File: config.mk
export PLATFORM = sky130hd
export DESIGN_NAME = memory_responder
export DESIGN_NICKNAME = d
export VERILOG_FILES = /design/src/rtl/mem_pkg.sv /design/src/rtl/mem_array.sv /design/src/rtl/memory_responder.sv
export SDC_FILE = /design/constraint.sdc
export NUM_CORES = 2
export LEC_CHECK = 0
export CAP_MARGIN = 20
export CORE_MARGIN = 5
export CORE_UTILIZATION = 55
export DETAILED_ROUTE_END_ITERATION = 8
export PLACE_DENSITY = 0.71
export SLEW_MARGIN = 20
export SYNTH_ARGS = -nofsm -noshare
export SYNTH_HDL_FRONTEND = slang
export SYNTH_SLANG_ARGS = --single-unit
File: constraint.sdc
create_clock -name clk -period 12.3 [get_ports clk]
set_clock_uncertainty 0.15 [all_clocks]
set_input_delay 3.69 -clock clk [delete_from_list [all_inputs] [get_ports clk]]
set_output_delay 3.69 -clock clk [all_outputs]
set_load 0.02 [all_outputs]
File: src/rtl/mem_pkg.sv
// Shared types and defaults for the memory responder and its RAM.
package mem_pkg;

  localparam int unsigned WORD_SIZE_DEF = 16;
  localparam logic [15:0] IO_ADDR_DEF   = 16'hFFFF;
  // Wait-state counter width; bounds WAIT_STATES to 0..15.
  localparam int unsigned CNT_W         = 4;

  typedef enum logic [1:0] {
    StIdle = 2'd0,
    StWait = 2'd1,
    StResp = 2'd2
  } state_e;

endpackage

File: src/rtl/mem_array.sv
// Single-port synchronous RAM with a registered read port.
module mem_array
  import mem_pkg::*;
#(
  parameter int unsigned WORD_SIZE = WORD_SIZE_DEF,
  parameter int unsigned ADDR_BITS = 8,
  parameter string       INIT_FILE = ""
) (
  input  logic                 clk,
  input  logic                 we,
  input  logic                 re,
  input  logic [ADDR_BITS-1:0] addr,
  input  logic [WORD_SIZE-1:0] wdata,
  output logic [WORD_SIZE-1:0] rdata
);

  localparam int unsigned Depth = 2 ** ADDR_BITS;

  logic [WORD_SIZE-1:0] r_mem [Depth];
  logic [WORD_SIZE-1:0] r_q;

  // Write port and registered read; r_q only changes on a read so it holds between reads.
  always_ff @(posedge clk) begin
    if (we) r_mem[addr] <= wdata;
    if (re) r_q <= r_mem[addr];
  end

  assign rdata = r_q;

endmodule

File: src/rtl/memory_responder.sv
// Word-addressed memory responder: request capture, wait states, one-cycle response,
// RAM / memory-mapped I/O decode and a synchronised input port.
module memory_responder
  import mem_pkg::*;
#(
  parameter int unsigned          WORD_SIZE   = WORD_SIZE_DEF,
  parameter int unsigned          ADDR_BITS   = 8,
  parameter int unsigned          WAIT_STATES = 1,
  parameter logic [WORD_SIZE-1:0] IO_ADDR     = WORD_SIZE'(IO_ADDR_DEF),
  parameter string                INIT_FILE   = ""
) (
  input  logic                 clk,
  input  logic                 rst_n,
  input  logic                 req,
  input  logic                 we,
  input  logic [WORD_SIZE-1:0] addr,
  input  logic [WORD_SIZE-1:0] wdata,
  output logic [WORD_SIZE-1:0] rdata,
  output logic                 ready,
  output logic                 err,
  input  logic [WORD_SIZE-1:0] io_in,
  output logic [WORD_SIZE-1:0] io_out
);

  if (WAIT_STATES > (2 ** CNT_W) - 1) begin : g_ws_check
    $error("memory_responder: WAIT_STATES must be in 0..15");
  end
  if (ADDR_BITS >= WORD_SIZE) begin : g_ab_check
    $error("memory_responder: ADDR_BITS must be smaller than WORD_SIZE");
  end

  state_e               r_state;
  logic [CNT_W-1:0]     r_cnt;
  logic [WORD_SIZE-1:0] r_addr;
  logic                 r_we;
  logic [WORD_SIZE-1:0] r_wdata;
  logic                 r_ready;
  logic                 r_err;
  logic                 r_rd_sel_ram;
  logic [WORD_SIZE-1:0] r_rdata_oth;
  logic [WORD_SIZE-1:0] r_io_out;
  logic [WORD_SIZE-1:0] r_sync1;
  logic [WORD_SIZE-1:0] r_sync2;

  logic                 w_enter_resp;
  logic [WORD_SIZE-1:0] w_acc_addr;
  logic                 w_acc_we;
  logic [WORD_SIZE-1:0] w_acc_wdata;
  logic                 w_is_io;
  logic                 w_is_ram;
  logic                 w_ram_we;
  logic                 w_ram_re;
  logic [WORD_SIZE-1:0] w_ram_q;

  // Select the access being answered and decode it. With zero wait states the response
  // edge is the capture edge, so the live request inputs are used while idle.
  always_comb begin
    w_enter_resp = 1'b0;
    if (r_state == StIdle) begin
      w_enter_resp = req && (WAIT_STATES == 0);
    end else if (r_state == StWait) begin
      w_enter_resp = (r_cnt == '0);
    end
    w_acc_addr  = (r_state == StIdle) ? addr  : r_addr;
    w_acc_we    = (r_state == StIdle) ? we    : r_we;
    w_acc_wdata = (r_state == StIdle) ? wdata : r_wdata;
    // I/O decode wins over RAM decode.
    w_is_io  = (w_acc_addr == IO_ADDR);
    w_is_ram = !w_is_io && (w_acc_addr[WORD_SIZE-1:ADDR_BITS] == '0);
    // Gate with rst_n so a reset edge drops an access that would have committed.
    w_ram_we = rst_n && w_enter_resp && w_acc_we && w_is_ram;
    w_ram_re = rst_n && w_enter_resp && !w_acc_we && w_is_ram;
  end

  mem_array #(
    .WORD_SIZE(WORD_SIZE),
    .ADDR_BITS(ADDR_BITS),
    .INIT_FILE(INIT_FILE)
  ) u_mem_array (
    .clk  (clk),
    .we   (w_ram_we),
    .re   (w_ram_re),
    .addr (w_acc_addr[ADDR_BITS-1:0]),
    .wdata(w_acc_wdata),
    .rdata(w_ram_q)
  );

  // Two-flop synchroniser for the asynchronous input port.
  always_ff @(posedge clk) begin
    if (!rst_n) begin
      r_sync1 <= '0;
      r_sync2 <= '0;
    end else begin
      r_sync1 <= io_in;
      r_sync2 <= r_sync1;
    end
  end

  // Access FSM with registered response, I/O output and read-data source.
  always_ff @(posedge clk) begin
    if (!rst_n) begin
      r_state      <= StIdle;
      r_cnt        <= '0;
      r_addr       <= '0;
      r_we         <= 1'b0;
      r_wdata      <= '0;
      r_ready      <= 1'b0;
      r_err        <= 1'b0;
      r_rd_sel_ram <= 1'b0;
      r_rdata_oth  <= '0;
      r_io_out     <= '0;
    end else begin
      r_ready <= 1'b0;
      r_err   <= 1'b0;
      if (w_enter_resp) begin
        r_ready <= 1'b1;
        r_err   <= !w_is_io && !w_is_ram;
        if (w_acc_we) begin
          if (w_is_io) r_io_out <= w_acc_wdata;
        end else begin
          r_rd_sel_ram <= w_is_ram;
          r_rdata_oth  <= w_is_io ? r_sync2 : '0;
        end
      end
      unique case (r_state)
        StIdle: begin
          if (req) begin
            r_addr  <= addr;
            r_we    <= we;
            r_wdata <= wdata;
            if (WAIT_STATES == 0) begin
              r_state <= StResp;
            end else begin
              r_cnt   <= CNT_W'(WAIT_STATES - 1);
              r_state <= StWait;
            end
          end
        end
        StWait: begin
          if (r_cnt == '0) begin
            r_state <= StResp;
          end else begin
            r_cnt <= r_cnt - 1'b1;
          end
        end
        StResp:  r_state <= StIdle;
        default: r_state <= StIdle;
      endcase
    end
  end

  // RAM reads come straight from the RAM's read register; other reads from r_rdata_oth.
  assign rdata  = r_rd_sel_ram ? w_ram_q : r_rdata_oth;
  assign ready  = r_ready;
  assign err    = r_err;
  assign io_out = r_io_out;

endmodule

==> results.toml <==
[status]
status = "finished, violations left"
violations = "design-rule violations"

[clock_network]
cts_tree = "done"
cts_sinks = 4218
h-tree-depth = 5
clkLatencyLatePin_ps = 970
root_buffer = "clkbuf_16"
holdBufCountCts = 0
cts_made_buffers = 406
ctsResizeCount = 0
cts_setup_buffers = 0
cts_buffer_depth = 4
path_clk_slew_ps = 60

[sta]
relSlewSlack_pct = 6.279
fin_ws_ps = 4151
finalHoldViolations = 0
tns_ps = 0
timing.fmax_mhz = 122.7
finalSetupViolations = 0
grt_setup_unrepaired = "false"
fin_crit_ps = 8149
slew_violations = 0
finalCritPeriodShare_pct = 66.25
worstMarginPinSlew_ps = 1406

[flow_run]
drv_cap = 0

[power]
p_int_mw = 23.31
p_sw_mw = 6.984
switching_share_pct = 23.05
vdd.ir_drop.worst_mv = 0.1376
comb_power_share_pct = 7.4
clkPwrFrac_pct = 39.7
seqPwrFrac_pct = 52.9
leakage_nw = 53.00
powerDensity_nw_per_um2 = 173.0

[layout]
finish.utilization_pct = 62.11
finalNetCount = 9261
drive_above_1_share_pct = 11.91
synthToLayoutAreaGrowth_pct = 12.60
final_cells = 13300

[yosys]
synth-seq-area-share_pct = 80.74
muxShareOfSynthArea_pct = 0.2252
synth_common_cells = "4112 x edfxtp_1, 2049 x a22oi_1, 1025 x a21oi_1, 390 x clkbuf_1, 268 x nor2_1"
synth_seq_cells = 4218
yosysMostFrequentCell = "edfxtp_1"
synth.avg_cell_area_um2 = 17.31
syn_area_um2 = 155600
synthXorXnorAreaFrac_pct = 0
synthTopCellsByArea = "edfxtp_1 79%, a22oi_1 9.9%, a21oi_1 3.3%, o41ai_1 1.4%, dfxtp_1 1.4%"
synth-async-reset-ratio_pct = 0
netlist_instances = 8984
synthAdderAreaFrac_pct = 0.008043
ys_types = 55
synth-edff-count = 4112
syn-num-nets = 9037
synth_compound_area_share_pct = 15.47
synth_top_family_by_area = "compound AO/OA/AOI/OAI gates"
synthDominantCellAreaShare_pct = 79.38
synth_ff_type = "edfxtp_1"
yosys_warnings = 0
yosys.area_share.simple_pct = 1.628
synth_top_area_cell = "edfxtp_1"

[place]
placedCellCount = 12540
io_buffers = 85
dp_hpwl_mm = 245.6
dp_slack_ps = 3457
gp_congestion = 0.8819

[global_route]
antenna_found_initial = 27
grt_max_degree = 178
grtUsageTotal_pct = 29.42
grt_pass1_wl_mm = 633.0
grt-ovfl-total = 0
grt_pass1_vias = 88970

[route]
wl_per_cell_um = 33.39
drt_iter0_markers = 15470
vias = 92540
route.detailed.drc = 2
firstDrtPassIters = 9
wl_mm = 444.0
viasPerCell = 6.959
ant_nets = 0

[setup_path]
cp_max_fo = 112
critPathRequiredTime_ps = 12840
endpoint_kind = "register"
cp.arrival_ps = 8690
worstSetupPathType = "input port to register"
start_kind = "input port"

[hold_path]
hp-class = "register to register"

[floorplan]
core_um2 = 282000
die-area_um2 = 293600
num_rows = 195
initial_core_util_pct = 55.15
die_x_um = 541.8
io_pins = 86
die_y_um = 541.8
[per-layer routing]
| metal | GRT usage (%) | share of wire (%) | vias to the layer above | wire (µm) |
|---|---|---|---|---|
| met1 | 40.96 | 36 | 46660 | 160600 |
| met3 | 7.513 | 13 | 1066 | 58910 |
| met2 | 44.75 | 46 | 7081 | 203700 |
| met5 | 0 | 0.010 | - | 46 |
| li1 | - | - | 37730 | - |
| met4 | 12.37 | 4.7 | 8 | 20720 |
[power by group through the flow]
stage / clock, mW / sequential [mW] / combinational, mW
floorplan: 0 / 16.4 / 1.24
global placement: 0 / 16.3 / 2.11
detailed placement: 0 / 16.3 / 2.17
CTS: 12.1 / 16.0 / 2.18
global route: 12.7 / 16.0 / 2.33
finish: 12.0 / 16.0 / 2.24
[critical path: stages]
cell and delay [ps]:
clkdlybuf4s50_1 670, or4_1 240, o31ai_4 250, buf_12 340, buf_4 510, a22oi_1 370, a21oi_1 150, o41ai_1 1050
a41oi_1 580, or4_1 630
[state kept, by name, summed over array words and instances, names as in the netlist, 2 cells and up]
signal             count
u_mem_array.r_mem   4096
io_out                16
r_addr                16
r_rdata_oth           16
r_sync1               16
r_sync2               16
r_wdata               16
u_mem_array.rdata     16
r_cnt                  4
r_state                2
[layout by cell type, fill, tap and decap left out, types with 7 or more instances in the layout]
master              n
buf_4             374
bufinv_16          33
clkdlybuf4s50_1    84
clkbuf_1           90
nand2_1           135
dfxtp_1           106
nand3_1            21
edfxtp_1         4112
or3_2               8
a41oi_1            61
a22oi_1          2049
clkinv_1          101
and2_1             38
o41ai_2            53
diode_2            19
mux2_2             16
nand2_4            17
buf_12             28
a21oi_1          1024
o41ai_1           202
clkinv_2           70
mux2i_1            17
or4_1              17
nor2_4             17
inv_6               7
nand2b_1           10
a21boi_0           50
nand2_2             9
nor2_1            213
nor2b_1            18
nor2_2             38
clkinvlp_4          7
clkbuf_16         407
[path summary, 6_finish.rpt]
kind	start	to	slack (ps)	cells past startpoint
max	addr[0]	u_mem_array.rdata[9]	4150	10
min	r_sync1[2]	r_sync2[2]	280	1
max reg2reg	r_state[1]	u_mem_array.rdata[9]	6440	9
min reg2reg	r_sync1[2]	r_sync2[2]	280	1
[final cells by class]
cell class | count | area, µm²
clock buffers | 498 | 10540
fillers | 19350 | 106900
clock inverters | 237 | 2202
inverters | 5 | 18.77
diodes | 19 | 47.55
well taps | 3743 | 4683
repair buffers | 495 | 4289
multi-input cells | 4082 | 27790
flip-flops and latches | 4218 | 125600
[through the flow]
| step | total power [mW] | hold slack (ps) | area, µm² |
|---|---|---|---|
| 3_5_place_dp | 18.49 | 271.6 | 162200 |
| 4_1_cts | 30.29 | 290.4 | 175000 |
| 5_1_grt | 31.04 | 307.2 | 175100 |
| 6_report | 30.30 | 284.9 | 175200 |
| 3_3_place_gp | 18.44 | 264.2 | 162000 |
| 2_1_floorplan | 17.69 | 261.9 | 155600 |
[cell families (layout without fill, tap and decap cells)]
kind of cell    Yosys count  after routing
fa+ha+maj                 1              1
buf+inv                 684           1235
compound gates         3479           3479
flops                  4218           4218
mux                      33             33
other cells               0             19
simple gates            569            569
Note: power is estimated with default switching activity, not from simulation.
